===== config.mk =====
export PLATFORM = sky130hd
export DESIGN_NAME = servo_pwm_gen_flat
export DESIGN_NICKNAME = d
export VERILOG_FILES = /design/src/rtl/servo_pwm_gen_if.sv /design/src/rtl/servo_pwm_gen.sv /design/src/flat_wrapper.sv
export SDC_FILE = /design/constraint.sdc
export NUM_CORES = 1
export LEC_CHECK = 0
export BUFFER_PORTS_ARGS = -buffer_cell sky130_fd_sc_hd__clkbuf_2
export CAP_MARGIN = 20
export CORE_ASPECT_RATIO = 0.7
export CORE_MARGIN = 1.5
export CORE_UTILIZATION = 25
export CTS_CLUSTER_SIZE = 16
export DETAILED_ROUTE_END_ITERATION = 10
export PLACE_DENSITY = 0.49
export SKIP_CTS_REPAIR_TIMING = 1
export SYNTH_ARGS = -nofsm -noshare
export SYNTH_HDL_FRONTEND = slang
export SYNTH_SLANG_ARGS = --single-unit

===== constraint.sdc =====
create_clock -name clk -period 2.5 [get_ports clk]
set_clock_uncertainty 0.1 [all_clocks]
set_input_delay 0.125 -clock clk [delete_from_list [all_inputs] [get_ports clk]]
set_output_delay 0.125 -clock clk [all_outputs]
set_load 0.01 [all_outputs]

===== src/rtl/servo_pwm_gen_if.sv =====
// Servo PWM generator port bundle: commanded angle/enable in, PWM line and status out.
// Latency: n/a (signal grouping only).
// Backpressure: none; the generator samples inputs every cycle and never stalls.
interface servo_pwm_gen_if;
  logic [7:0] pos;
  logic       en;
  logic       pwm;
  logic       frame_start;
  logic [7:0] pos_active;

  modport master (
    output pos, en,
    input  pwm, frame_start, pos_active
  );

  modport slave (
    input  pos, en,
    output pwm, frame_start, pos_active
  );
endinterface


===== src/rtl/servo_pwm_gen.sv =====
// Hobby-servo PWM generator: fixed frame, pulse width linear in clamped angle.
// Latency: angle reaches the line within FRAME_CYCLES+2 clocks; width pipe is one stage.
// Backpressure: none; pos/en are only committed at frame boundaries, never mid-pulse.
module servo_pwm_gen #(
  parameter int CLK_HZ        = 50_000_000,
  parameter int FRAME_CYCLES  = 1_000_000,
  parameter int MIN_PULSE     = 25_000,
  parameter int TICKS_PER_DEG = 556,
  parameter int MAX_DEG       = 180
) (
  input  logic            clk,
  input  logic            rst,
  servo_pwm_gen_if.slave  bus
);

  localparam int CW = $clog2(FRAME_CYCLES);
  localparam logic [CW-1:0] LAST_CNT = CW'(FRAME_CYCLES - 1);
  localparam logic [CW-1:0] MIN_W    = CW'(MIN_PULSE);
  localparam logic [CW-1:0] TICKS_W  = CW'(TICKS_PER_DEG);
  localparam logic [7:0]    MAX_POS  = 8'(MAX_DEG);

  // The longest pulse must end strictly inside the frame, or the line would never fall.
  if (CLK_HZ <= 0 || MIN_PULSE < 1 ||
      MIN_PULSE + MAX_DEG * TICKS_PER_DEG >= FRAME_CYCLES) begin : g_bad_params
    $error("servo_pwm_gen: illegal timing parameters");
  end

  logic [CW-1:0] cnt_q, cnt_d;
  logic [CW-1:0] width_pipe_q, width_pipe_d;
  logic [7:0]    pos_pipe_q, pos_pipe_d;
  logic [CW-1:0] width_q, width_d;
  logic          en_q, en_d;
  logic          pwm_q, pwm_d;
  logic [7:0]    pos_active_q, pos_active_d;
  logic [7:0]    pos_c;
  logic          boundary;

  // Clamp angle, then compute next-state for counter, width pipe and frame-latched values.
  always_comb begin
    pos_c        = (bus.pos > MAX_POS) ? MAX_POS : bus.pos;
    boundary     = (cnt_q == LAST_CNT);
    cnt_d        = boundary ? '0 : cnt_q + CW'(1);
    width_pipe_d = MIN_W + CW'(pos_c) * TICKS_W;
    pos_pipe_d   = pos_c;
    width_d      = width_q;
    en_d         = en_q;
    pos_active_d = pos_active_q;
    pwm_d        = pwm_q;
    if (boundary) begin
      // Everything that shapes the next frame is committed together here.
      width_d      = width_pipe_q;
      en_d         = bus.en;
      pos_active_d = pos_pipe_q;
      pwm_d        = bus.en;
    end else if (!en_q || cnt_d == width_q) begin
      // Falling edge lands as cnt enters width_q, giving exactly width_q high cycles.
      pwm_d = 1'b0;
    end
  end

  // State registers; reset drops the line at once and restarts the frame from zero.
  always_ff @(posedge clk or negedge rst) begin
    if (!rst) begin
      cnt_q        <= '0;
      width_pipe_q <= MIN_W;
      pos_pipe_q   <= '0;
      width_q      <= MIN_W;
      en_q         <= 1'b0;
      pwm_q        <= 1'b0;
      pos_active_q <= '0;
    end else begin
      cnt_q        <= cnt_d;
      width_pipe_q <= width_pipe_d;
      pos_pipe_q   <= pos_pipe_d;
      width_q      <= width_d;
      en_q         <= en_d;
      pwm_q        <= pwm_d;
      pos_active_q <= pos_active_d;
    end
  end

  // Decoded from the counter so the strobe covers the cnt=0 cycle right after reset release.
  assign bus.frame_start = rst && (cnt_q == '0);
  assign bus.pwm         = pwm_q;
  assign bus.pos_active  = pos_active_q;

endmodule


===== src/flat_wrapper.sv =====
// flat-port wrapper written by rule: the top's interface ports become plain ports
module servo_pwm_gen_flat 
#(
  parameter int CLK_HZ        = 50_000_000,
  parameter int FRAME_CYCLES  = 1_000_000,
  parameter int MIN_PULSE     = 25_000,
  parameter int TICKS_PER_DEG = 556,
  parameter int MAX_DEG       = 180
)
  (clk, rst, bus_pos, bus_en, bus_pwm, bus_frame_start, bus_pos_active);
  servo_pwm_gen_if bus_i ();
  input  logic clk;
  input  logic rst;
  input wire logic [$bits(bus_i.pos)-1:0] bus_pos;
  input wire logic [$bits(bus_i.en)-1:0] bus_en;
  output wire logic [$bits(bus_i.pwm)-1:0] bus_pwm;
  output wire logic [$bits(bus_i.frame_start)-1:0] bus_frame_start;
  output wire logic [$bits(bus_i.pos_active)-1:0] bus_pos_active;
  assign bus_i.pos = bus_pos;
  assign bus_i.en = bus_en;
  assign bus_pwm = bus_i.pwm;
  assign bus_frame_start = bus_i.frame_start;
  assign bus_pos_active = bus_i.pos_active;
  servo_pwm_gen #(.CLK_HZ(CLK_HZ), .FRAME_CYCLES(FRAME_CYCLES), .MIN_PULSE(MIN_PULSE), .TICKS_PER_DEG(TICKS_PER_DEG), .MAX_DEG(MAX_DEG)) u_core (.clk(clk), .rst(rst), .bus(bus_i));
endmodule

==> results of run 1 <==
worst max-delay path by stage:
stage / from / to / slack, ns / cells after the start
after detailed placement: bus_pos[0] / u_core.width_pipe_q[16] / -1.42 / 18
after global placement: bus_pos[0] / u_core.width_pipe_q[17] / -1.33 / 18
after global routing: bus_pos[1] / u_core.width_pipe_q[17] / -1.09 / 17
final: bus_pos[1] / u_core.width_pipe_q[17] / -1.0 / 17
after CTS: bus_pos[0] / u_core.width_pipe_q[16] / -1.07 / 18
after floorplan: bus_pos[0] / u_core.width_pipe_q[17] / -1.02 / 17
worst max-delay path, stage by stage:
cell	delay (ns)
buf_8	0.10
o21ai_4	0.14
a21oi_2	0.08
o21ai_4	0.25
and2_4	0.24
ha_4	0.21
ha_4	0.21
fa_1	0.55
inv_2	0.05
fa_2	0.42
nor2b_4	0.19
o2111ai_4	0.18
a21boi_2	0.17
and3b_2	0.24
and3_4	0.17
o221ai_2	0.17
o211ai_1	0.10
cell usage after synthesis (all sizes together), types with 3 or more instances:
cell     count  area (um^2)
a211oi       4        30.03
a21oi       12        60.06
and2         7        43.79
and3         7        51.29
and4         3        27.53
buf          6        47.54
clkbuf       5        31.28
dfrtp       58         1451
dfstp       12        315.3
fa           7        140.1
ha          38        475.5
inv         39        146.4
mux2        21        236.5
nand2       19        71.32
nand2b       6        37.54
nand3       12        65.06
nand4        5        52.55
nor2        30        112.6
nor2b        4        25.02
nor3        12        60.06
nor4         6        52.55
o2111ai      3        26.28
o21a         5        37.54
o21ai       16        80.08
o311ai       4        35.03
or2          4        25.02
xnor2       34        297.8
xor2        11        96.34
stage by stage:
| stage | setup TNS [ns] | utilization [%] | total power [mW] | cells |
|---|---|---|---|---|
| final | -8.746 | 35.44 | 4.489 | 770 |
| after global routing | -10.09 | 35.44 | 4.774 | 770 |
| after CTS | -9.512 | 33.69 | 4.240 | 763 |
| after detailed placement | -13.71 | 31.93 | 2.938 | 747 |
| after global placement | -13.03 | 31.93 | 2.930 | 747 |
| after floorplan | -8.507 | - | 2.331 | 426 |
routing by layer:
layer | global-route usage [%] | vias to the layer above
met3 | 2.173 | 10
met2 | 17.35 | 68
met5 | 0 | -
met1 | 18.08 | 1639
met4 | 3.670 | 0
li1 | - | 1699
area by class of cell:
class	count	area share, %
multi-input cells	306	46.31
repair buffers	108	12.76
inverters	39	2.392
flip-flops and latches	70	28.87
clock inverters	3	0.6952
well taps	231	4.723
clock buffers	13	4.253
flip-flops by register name, summed over array words and instances (netlist names):
name and cells:
u_core.width_pipe_q 16, u_core.bus.pwm 1, u_core.width_q 16, u_core.pos_pipe_q 8, u_core.bus.pos_active 8, u_core.en_q 1
u_core.cnt_q 20
power by group through the flow:
| stage | Combinational (mW) | Sequential [mW] | Clock, mW |
|---|---|---|---|
| 6_report | 1.89 | 1.32 | 1.28 |
| 2_1_floorplan | 1.00 | 1.33 | 0 |
| 3_5_place_dp | 1.60 | 1.34 | 0 |
| 3_3_place_gp | 1.59 | 1.34 | 0 |
| 4_1_cts | 1.61 | 1.32 | 1.31 |
| 5_1_grt | 2.07 | 1.33 | 1.37 |
kinds of logic (layout without fill, tap and decap cells):
group | count (synthesis) | in the layout | synth area share (%)
buffers and inverters | 50 | 163 | 5.073
AND/OR/NAND/NOR | 124 | 124 | 15.76
XOR/XNOR | 46 | 46 | 9.386
other | 2 | 2 | 0.1692
multiplexers | 21 | 21 | 5.327
adder cells (fa/ha/maj) | 46 | 46 | 14.09
flip-flops | 70 | 70 | 39.80
AO/OA/AOI/OAI | 67 | 67 | 10.40
==> summary.md, run 1 <==
| Metric | Value |
|---|---|
| RSZ-0062 raised after global routing | true |
| Req. time, crit path | 2.60 ns |
| CTS Buf Count | 9 |
| Critical path class | input pin to flop |
| Area Growth Syn to Fin | 37.85% |
| Final period utilization | 139.9% |
| Power per Cell Area | 733.6 mW/mm^2 |
| Syn_nets | 482 |
| Crit path DAT | 3.60 ns |
| Seq/Total Area, Yosys | 39.80% |
| Routed Antenna Nets | 0 |
| Metal1 wirelength | 5558 um |
| Worst VDD drop | 0.0004474 V |
| Vias in the first global route | 3,396 |
| Final setup vio count | 13 |
| Clock transition at path regs | 0.06 ns |
| Metal2 WL | 4517 um |
| Mapped Cells | 426 |
| Clk sinks | 70 |
| Total congestion overflow | 0 |
| Wire per inst | 13.97 um |
| Combinational share of power | 42.1% |
| Setup ws final | -0.9987 ns |
| Diode count | 0 |
| Via count | 3,416 |
| Commonest cells after routing, fill and taps aside | buf_4, dfrtp_1, inv_1 |
| Largest net degree at the start of global routing | 71 |
| Detailed Place HPWL | 8312 um |
| Root buffer cell | clkbuf_16 |
| Library cells used by synthesis | 67 |
| Pleak | 2.808 nW |
| Initial antenna violation count | 0 |
| Clock latency on the worst-skew pair | 0.33 ns |
| Min cycle time layout | 3.499 ns |
| EDFF count, synth | 0 |
| Worst setup SP type | input pin |
| Max Fclk | 285.8 MHz |
| Net switching power | 1.377 mW |
| CP endpoint kind | flop |
| CTS max path bufs | 2 |
| Fillcell total | 1,714 |
| CTS tree | yes |
| Synthesized area per cell | 10.42 um^2 |
| Pre-CTS WS | -1.415 ns |
| Ys flop type | dfrtp_1 |
| First-pass DRT Iterations | 4 |
| WHS | -0.09593 ns |
| Reg2reg setup slack | -0.05 ns |
| Count of final hold-check violations | 58 |
| Async SR Flop Fraction | 100.0% |
| Final Cell Area | 0.006120 mm^2 |
| Nets | 590 |
| Rows | 40 |
| Starting DRT DRC Count | 207 |
| Register area | 0.001767 mm^2 |
| Die X-Extent | 162.3 um |
| Die Ht | 114.5 um |
| Drt total wl | 10,760 um |
| Die area | 0.01858 mm^2 |
| Area of the multi-input gates | 0.002834 mm^2 |
| Uppermost layer routed | met4 |
| Layout cells sized above 1 | 42.67% |
| Worst-Margin Slew | 0.8719 ns |
| Total GRT Usage | 12.05% |
| Clk pwr share | 28.4% |
| CORE AREA | 0.01727 mm^2 |
| DP Area | 0.005514 mm^2 |
| Outcome | finished with violations |
| Failing checks | hold timing, setup timing |
| Max-slew violation count | 0 |
| Reg2reg end | u_core.bus.pwm |
| Port buffer count | 20 |
| R2r startpoint | u_core.cnt_q[7] |
| Io pins | 21 |
| Worst slew margin | 41.87% |
| Starting Density | 25.71% |
| Vias/cell | 4.436 |
| Total of max-cap violations | 0 |
| Most common cell after layout, fill and taps aside | buf_4 |
| Max FO, Critical Path | 6 |
| CTS HTree Levels | 3 |
| YS warnings | 0 |
| P_int | 3.112 mW |
| Residual DRC | 0 |
| Register bit total from synthesis | 70 |
| Worst hold path type | input pin to async pin |
| Routability cong. | 0.9130 |
| Switch share | 30.67% |
| R2R depth | 9 |
| Mapped cell area | 0.004439 mm^2 |
| Global-route wire length before repair | 17,260 um |
| Seq pwr share | 29.5% |
| Met3 wire len | 550 um |
Power figures use the tool's default switching activity.
==> inputs of run 2 (changes only) <==
CORE_MARGIN = not set   (was 1.5)
==> run 2 against run 1 <==
Net effect: the flow finishes with violations (setup timing); core utilization up 0.98 points; hold slack better by 0.11 ns; sequential share of layout area down 0.68 points; via count up 2.0%; critical path type unchanged; flip-flop and latch count unchanged; total power up 3.5%; fmax down 0.50%; highest routed layer unchanged.
==> summary.md, run 2 (synthesis gave the netlist of run 1 again) <==
| Metric | Value |
|---|---|
| Residual DRC | 0 |
| Clk sinks | 70 |
| CTS Buf Count | 9 |
| Vias in the first global route | 3,580 |
| Starting Density | 25.71% |
| Final core occ | 36.42% |
| Outcome | finished with violations |
| Port buffer count | 20 |
| Routed Antenna Nets | 0 |
| Final setup vio count | 12 |
| CTS HTree Levels | 3 |
| Worst hold path type | input pin to flop |
| Via count | 3,486 |
| CP endpoint kind | flop |
| Fin Setup TNS | -8.606 ns |
| Slowest CP cell | fa_1 |
| Crit path DAT | 3.62 ns |
| CP peak stage delay | 0.50 ns |
| Worst-Margin Slew | 0.8776 ns |
| First-pass DRT Iterations | 4 |
| Failing checks | setup timing |
| Layout cells sized above 1 | 45.74% |
| Req. time, crit path | 2.61 ns |
| Reg2reg end | u_core.bus.pwm |
| WHS | 0.01712 ns |
| Die area | 0.01830 mm^2 |
| Initial antenna violation count | 0 |
| Diode count | 0 |
| Top Family by Delay on Critical Path | adder cells |
| R2R depth | 7 |
| Nets | 602 |
| R2r startpoint | u_core.cnt_q[6] |
| Top flop regs | u_core.cnt_q: 20 flops, u_core.width_pipe_q: 16 flops, u_core.width_q: 16 flops |
| Hold path depth | 3 |
| Pre-CTS WS | -1.418 ns |
| Fillcell total | 1,701 |
| CP bufs+invs | 5 |
| Die Ht | 113.5 um |
| Worst setup SP type | input pin |
| Worst slew margin | 41.49% |
| Starting DRT DRC Count | 167 |
| Power per Cell Area | 738.7 mW/mm^2 |
| Pleak | 2.899 nW |
| Worst Hold Launch | bus_en |
| Clock latency on the worst-skew pair | 0.34 ns |
| CP Cell Sequence | buf_6 -> o21ai_2 -> a21oi_2 -> o21ai_4 -> buf_6 -> and2_4 -> ha_1 -> inv_2 -> fa_1 -> fa_1 -> inv_2 -> ha_4 -> buf_4 -> a21oi_2 -> nand3b_1 -> and3b_2 -> and3_4 -> o221ai_2 -> o211ai_1 |
| Die X-Extent | 161.3 um |
| CTS max path bufs | 2 |
| Drt total wl | 11,030 um |
| Reg2reg setup slack | 0.07 ns |
| Count of final hold-check violations | 0 |
| RSZ-0062 raised after global routing | true |
| Largest net degree at the start of global routing | 71 |
| Pwr Total | 4.645 mW |
| Max-slew violation count | 0 |
| Clock transition at path regs | 0.06 ns |
| Vias/cell | 4.458 |
| Register with the most flip-flops | u_core.cnt_q |
| Detailed Place HPWL | 8508 um |
| Rows | 40 |
| Wire per inst | 14.10 um |
| Max Fclk | 284.4 MHz |
| Most common cell after layout, fill and taps aside | buf_4 |
| Max FO, Critical Path | 6 |
| Setup ws final | -1.016 ns |
| Io pins | 21 |
| Worst VDD drop | 0.0004362 V |
| Final period utilization | 140.7% |
| Area Growth Syn to Fin | 41.66% |
| Routability cong. | 0.8694 |
| Critical path class | input pin to flop |
| Total congestion overflow | 0 |
| Flip-flop count of the largest register after layout | 20 |
| CORE AREA | 0.01727 mm^2 |
| Global-route wire length before repair | 18,160 um |
| Root buffer cell | clkbuf_16 |
| WHS Endpoint | u_core.en_q |
| Total of max-cap violations | 0 |
| CTS tree | yes |
| Commonest cells after routing, fill and taps aside | buf_4, dfrtp_1, inv_1 |
| Min cycle time layout | 3.516 ns |
| Total GRT Usage | 12.91% |
==> run 2: cell count changes in the layout (fill, tap and decap cells not counted), moves of 2 or more <==
cell and delta:
and4_4 +2, buf_4 +8, buf_6 +4, bufinv_16 +2, dfrtp_1 -5, dfrtp_2 +5
ha_1 -2, nor4_2 -2, nor4_4 +2, o21ai_0 +2, o21ai_1 -2
==> run 2: tightest hold or removal path, delay by kind of cell <==
| family | cells | cell delay, ns |
|---|---|---|
| compound gates | 1 | 0.11 |
| simple gates | 1 | 0.10 |
| buf+inv | 1 | 0.08 |
==> run 2: final cells by class <==
class | instances | area [um^2] | share of cell area (%)
Clock buffer | 12 | 246.5 | 3.920
Inverter | 39 | 146.4 | 2.328
Clock inverter | 4 | 95.09 | 1.512
Timing Repair Buffer | 120 | 880.8 | 14.01
Tap cell | 231 | 289.0 | 4.596
Sequential cell | 70 | 1773 | 28.19
Multi-Input combinational cell | 306 | 2858 | 45.44
==> run 2: how the worst max path moves through the flow <==
stage / cells past startpoint / endpoint / startpoint
final: 19 / u_core.width_pipe_q[17] / bus_pos[1]
after global routing: 19 / u_core.width_pipe_q[17] / bus_pos[1]
after CTS: 18 / u_core.width_pipe_q[17] / bus_pos[0]
after detailed placement: 18 / u_core.width_pipe_q[17] / bus_pos[0]
after global placement: 18 / u_core.width_pipe_q[17] / bus_pos[0]
after floorplan: 17 / u_core.width_pipe_q[17] / bus_pos[0]
==> run 2: power by group <==
part           internal, mW  leakage, nW  switching (mW)
registers              1.29        0.864          0.0333
clock network          1.00        0.167           0.474
logic                 0.997         1.87           0.847
total                  3.29         2.90            1.35
==> run 2: stage by stage <==
step | cell area [um^2] | instances
after floorplan | 4596 | 426
after global placement | 5589 | 757
after detailed placement | 5589 | 757
after CTS | 5931 | 773
after global routing | 6289 | 782
final | 6289 | 782
==> run 2: metal layers <==
layer / track usage (%) / vias up / part of all wire (%)
li1: - / 1728 / -
met1: 18.18 / 1701 / 51
met2: 19.11 / 48 / 43
met3: 3.164 / 9 / 4.3
met4: 4.717 / 0 / 1.4
met5: 0 / - / 0
==> inputs of run 3 (changes only) <==
ABC_AREA = 1   (was not set)
==> run 3 against run 2 <==
Net effect: register-to-register slack gained 0.14 ns; core utilization shrank 0.38 points; the flow still finishes with violations (setup timing); critical path depth grew 4; via count grew 12%; non-clock buffer count shrank 25; global-route usage grew 0.43 points; sequential power is essentially flat; synthesized cell count grew 40%; count of clock-buffer cells in the layout shrank 2; synthesized area grew 3.0%; sequential share of layout area shrank 0.21 points; fmax is essentially flat.
==> summary.md, run 3 <==
| Metric | Value |
|---|---|
| Outcome | finished with violations |
| Failing checks | setup timing |
| Reg2reg setup slack | 0.21 ns |
| Residual DRC | 0 |
| Largest net degree at the start of global routing | 71 |
| Final core occ | 36.04% |
| Nets | 750 |
| Seq pwr share | 29.2% |
| Via count | 3,920 |
| Total congestion overflow | 0 |
| Most common cell in the netlist | nand2_1 |
| Mapped Cells | 598 |
| Post-synth top area share | 31.75% |
| Ys flop type | dfrtp_1 |
| Count of final hold-check violations | 0 |
| R2R depth | 12 |
| Crit path DAT | 3.64 ns |
| Area Growth Syn to Fin | 38.07% |
| Die area | 0.01884 mm^2 |
| Rows | 40 |
| First-pass DRT Iterations | 4 |
| Min cycle time layout | 3.513 ns |
| CORE AREA | 0.01752 mm^2 |
| Pleak | 3.176 nW |
| Combinational share of power | 42.1% |
| Max Fclk | 284.6 MHz |
| Die Ht | 115.1 um |
| Most common cell after layout, fill and taps aside | nand2_1 |
| Leading cell types by count after synthesis | nand2_1, inv_1, nor2_1 |
| Wire per inst | 12.19 um |
| Area of the multi-input gates | 0.002803 mm^2 |
| Total GRT Usage | 13.35% |
| CTS Buf Count | 9 |
| Req. time, crit path | 2.63 ns |
| Dpl cells | 898 |
| Register bit total from synthesis | 70 |
| RSZ-0062 raised after global routing | true |
| Syn_nets | 654 |
| Critical path class | input pin to flop |
| Hold path depth | 4 |
| Drt total wl | 11,340 um |
| Starting DRT DRC Count | 211 |
| Diode count | 0 |
| Pwr Total | 4.567 mW |
| CTS tree | yes |
| Power per Cell Area | 723.4 mW/mm^2 |
| Worst Hold Launch | bus_pos[7] |
| Worst setup SP type | input pin |
| Commonest cells after routing, fill and taps aside | nand2_1, inv_1, nor2_1 |
| Seq/Total Area, Yosys | 38.64% |
| Routability cong. | 0.9032 |
| Async SR Flop Fraction | 100.0% |
| Clk sinks | 70 |
| Root buffer cell | clkbuf_16 |
| Synth top area cells | dfrtp_1, nand2_1, ha_1 |
| Top flop regs | u_core.cnt_q: 20 flops, u_core.width_pipe_q: 16 flops, u_core.width_q: 16 flops |
| Total of max-cap violations | 0 |
| Layout cells sized above 1 | 29.04% |
| CTS max path bufs | 2 |
| Max-slew violation count | 0 |
| WHS Endpoint | u_core.width_pipe_q[17] |
| Io pins | 21 |
| EDFF count, synth | 0 |
| Clock latency on the worst-skew pair | 0.34 ns |
| Final setup vio count | 12 |
| Worst-Margin Slew | 0.8835 ns |
| Port buffer count | 20 |
| Reg2reg end | u_core.bus.pwm |
| Worst hold path type | input pin to flop |
| Library cells used by synthesis | 32 |
| Synthesized area per cell | 7.645 um^2 |
| Routed Antenna Nets | 0 |
| Initial antenna violation count | 0 |
| Global-route wire length before repair | 19,490 um |
| Detailed Place HPWL | 8878 um |
| Biggest area consumer among synthesized cells | dfrtp_1 |
| Vias/cell | 4.215 |
| Net switching power | 1.456 mW |
| Worst slew margin | 41.10% |
| Vias in the first global route | 3,961 |
| Switch share | 31.88% |
| P_int | 3.111 mW |
| CTS HTree Levels | 3 |
| Final period utilization | 140.5% |
| Clk pwr share | 28.6% |
| Flip-flop count of the largest register after layout | 20 |
| Fillcell total | 1,813 |
| Die X-Extent | 163.6 um |
| Register area | 0.001767 mm^2 |
| Setup ws final | -1.013 ns |
| Mapped cell area | 0.004572 mm^2 |
| R2r startpoint | u_core.cnt_q[1] |
| CP endpoint kind | flop |
| Worst VDD drop | 0.0003085 V |
| Register with the most flip-flops | u_core.cnt_q |
| YS warnings | 0 |
| Fin cells | 930 |
| Max FO, Critical Path | 4 |
| Starting Density | 26.10% |
| Clock transition at path regs | 0.06 ns |
-- run 3: cell count changes in the layout (fill, tap and decap cells not counted), moves of 21 or more --
| cell | before | now |
|---|---|---|
| nor2_1 | 27 | 67 |
| xnor2_1 | 31 | 1 |
| buf_4 | 95 | 62 |
| mux2_2 | 21 | 0 |
| nand2_1 | 19 | 146 |
| inv_1 | 35 | 94 |
-- run 3: power groups by stage --
stage / Clock [mW] / Sequential (mW) / Combinational [mW]
final: 1.31 / 1.34 / 1.92
after floorplan: 0 / 1.34 / 0.948
after CTS: 1.35 / 1.33 / 1.60
after global placement: 0 / 1.35 / 1.57
after global routing: 1.39 / 1.34 / 2.14
after detailed placement: 0 / 1.35 / 1.59
-- run 3: how the worst max path moves through the flow --
stage,from,end,cells past startpoint
final,bus_pos[7],u_core.width_pipe_q[15],23
after global routing,bus_pos[7],u_core.width_pipe_q[16],25
after CTS,bus_pos[7],u_core.width_pipe_q[16],25
after detailed placement,bus_pos[7],u_core.width_pipe_q[16],25
after global placement,bus_pos[7],u_core.width_pipe_q[16],25
after floorplan,bus_pos[7],u_core.width_pipe_q[15],20
-- run 3: logic make-up after synthesis --
kind of cell | after synthesis | synth area share [%]
buf+inv | 117 | 9.934
compound gates | 43 | 5.200
xor+xnor | 22 | 4.214
simple gates | 299 | 28.38
flops | 70 | 38.64
fa+ha+maj | 45 | 13.46
other cells | 2 | 0.1643
-- run 3: layout make-up --
cell class / instances / share of cell area (%)
Multi-Input combinational cell: 411 / 44.40
Sequential cell: 70 / 27.99
Timing Repair Buffer: 95 / 11.66
Inverter: 107 / 6.501
Tap cell: 231 / 4.579
Clock buffer: 10 / 3.786
Clock inverter: 6 / 1.090
-- run 3: critical path, stage by stage --
cell        delay [ns]
buf_8             0.08
clkinvlp_4        0.09
nor4_4            0.27
o21ai_1           0.12
o21ai_2           0.11
nand2_4           0.12
buf_12            0.15
nand2_8           0.07
ha_4              0.20
inv_2             0.05
fa_1              0.44
fa_1              0.56
inv_2             0.05
ha_4              0.24
inv_2             0.05
o21ai_2           0.06
buf_4             0.14
a21oi_4           0.12
xor2_2            0.20
nor2_1            0.06
nand2_1           0.10
nand2_1           0.09
xor2_1            0.15
-- run 3: layer usage --
metal	vias up	wire length [um]	track usage, %
li1	2040	-	-
met1	1791	5908	18.85
met2	70	4762	19.97
met3	19	456	2.706
met4	0	209	5.123
met5	-	0	0
-- run 3: metrics by stage --
step | setup TNS [ns] | hold slack, ns | setup slack (ns) | area, um^2
after floorplan | -10.40 | -0.2706 | -1.088 | 4811
after global placement | -14.43 | 0.2480 | -1.429 | 5590
after detailed placement | -15.51 | 0.2650 | -1.521 | 5590
after CTS | -10.83 | -0.09123 | -1.155 | 5898
after global routing | -12.25 | 0.1124 | -1.318 | 6312
final | -9.528 | 0.07026 | -1.013 | 6312
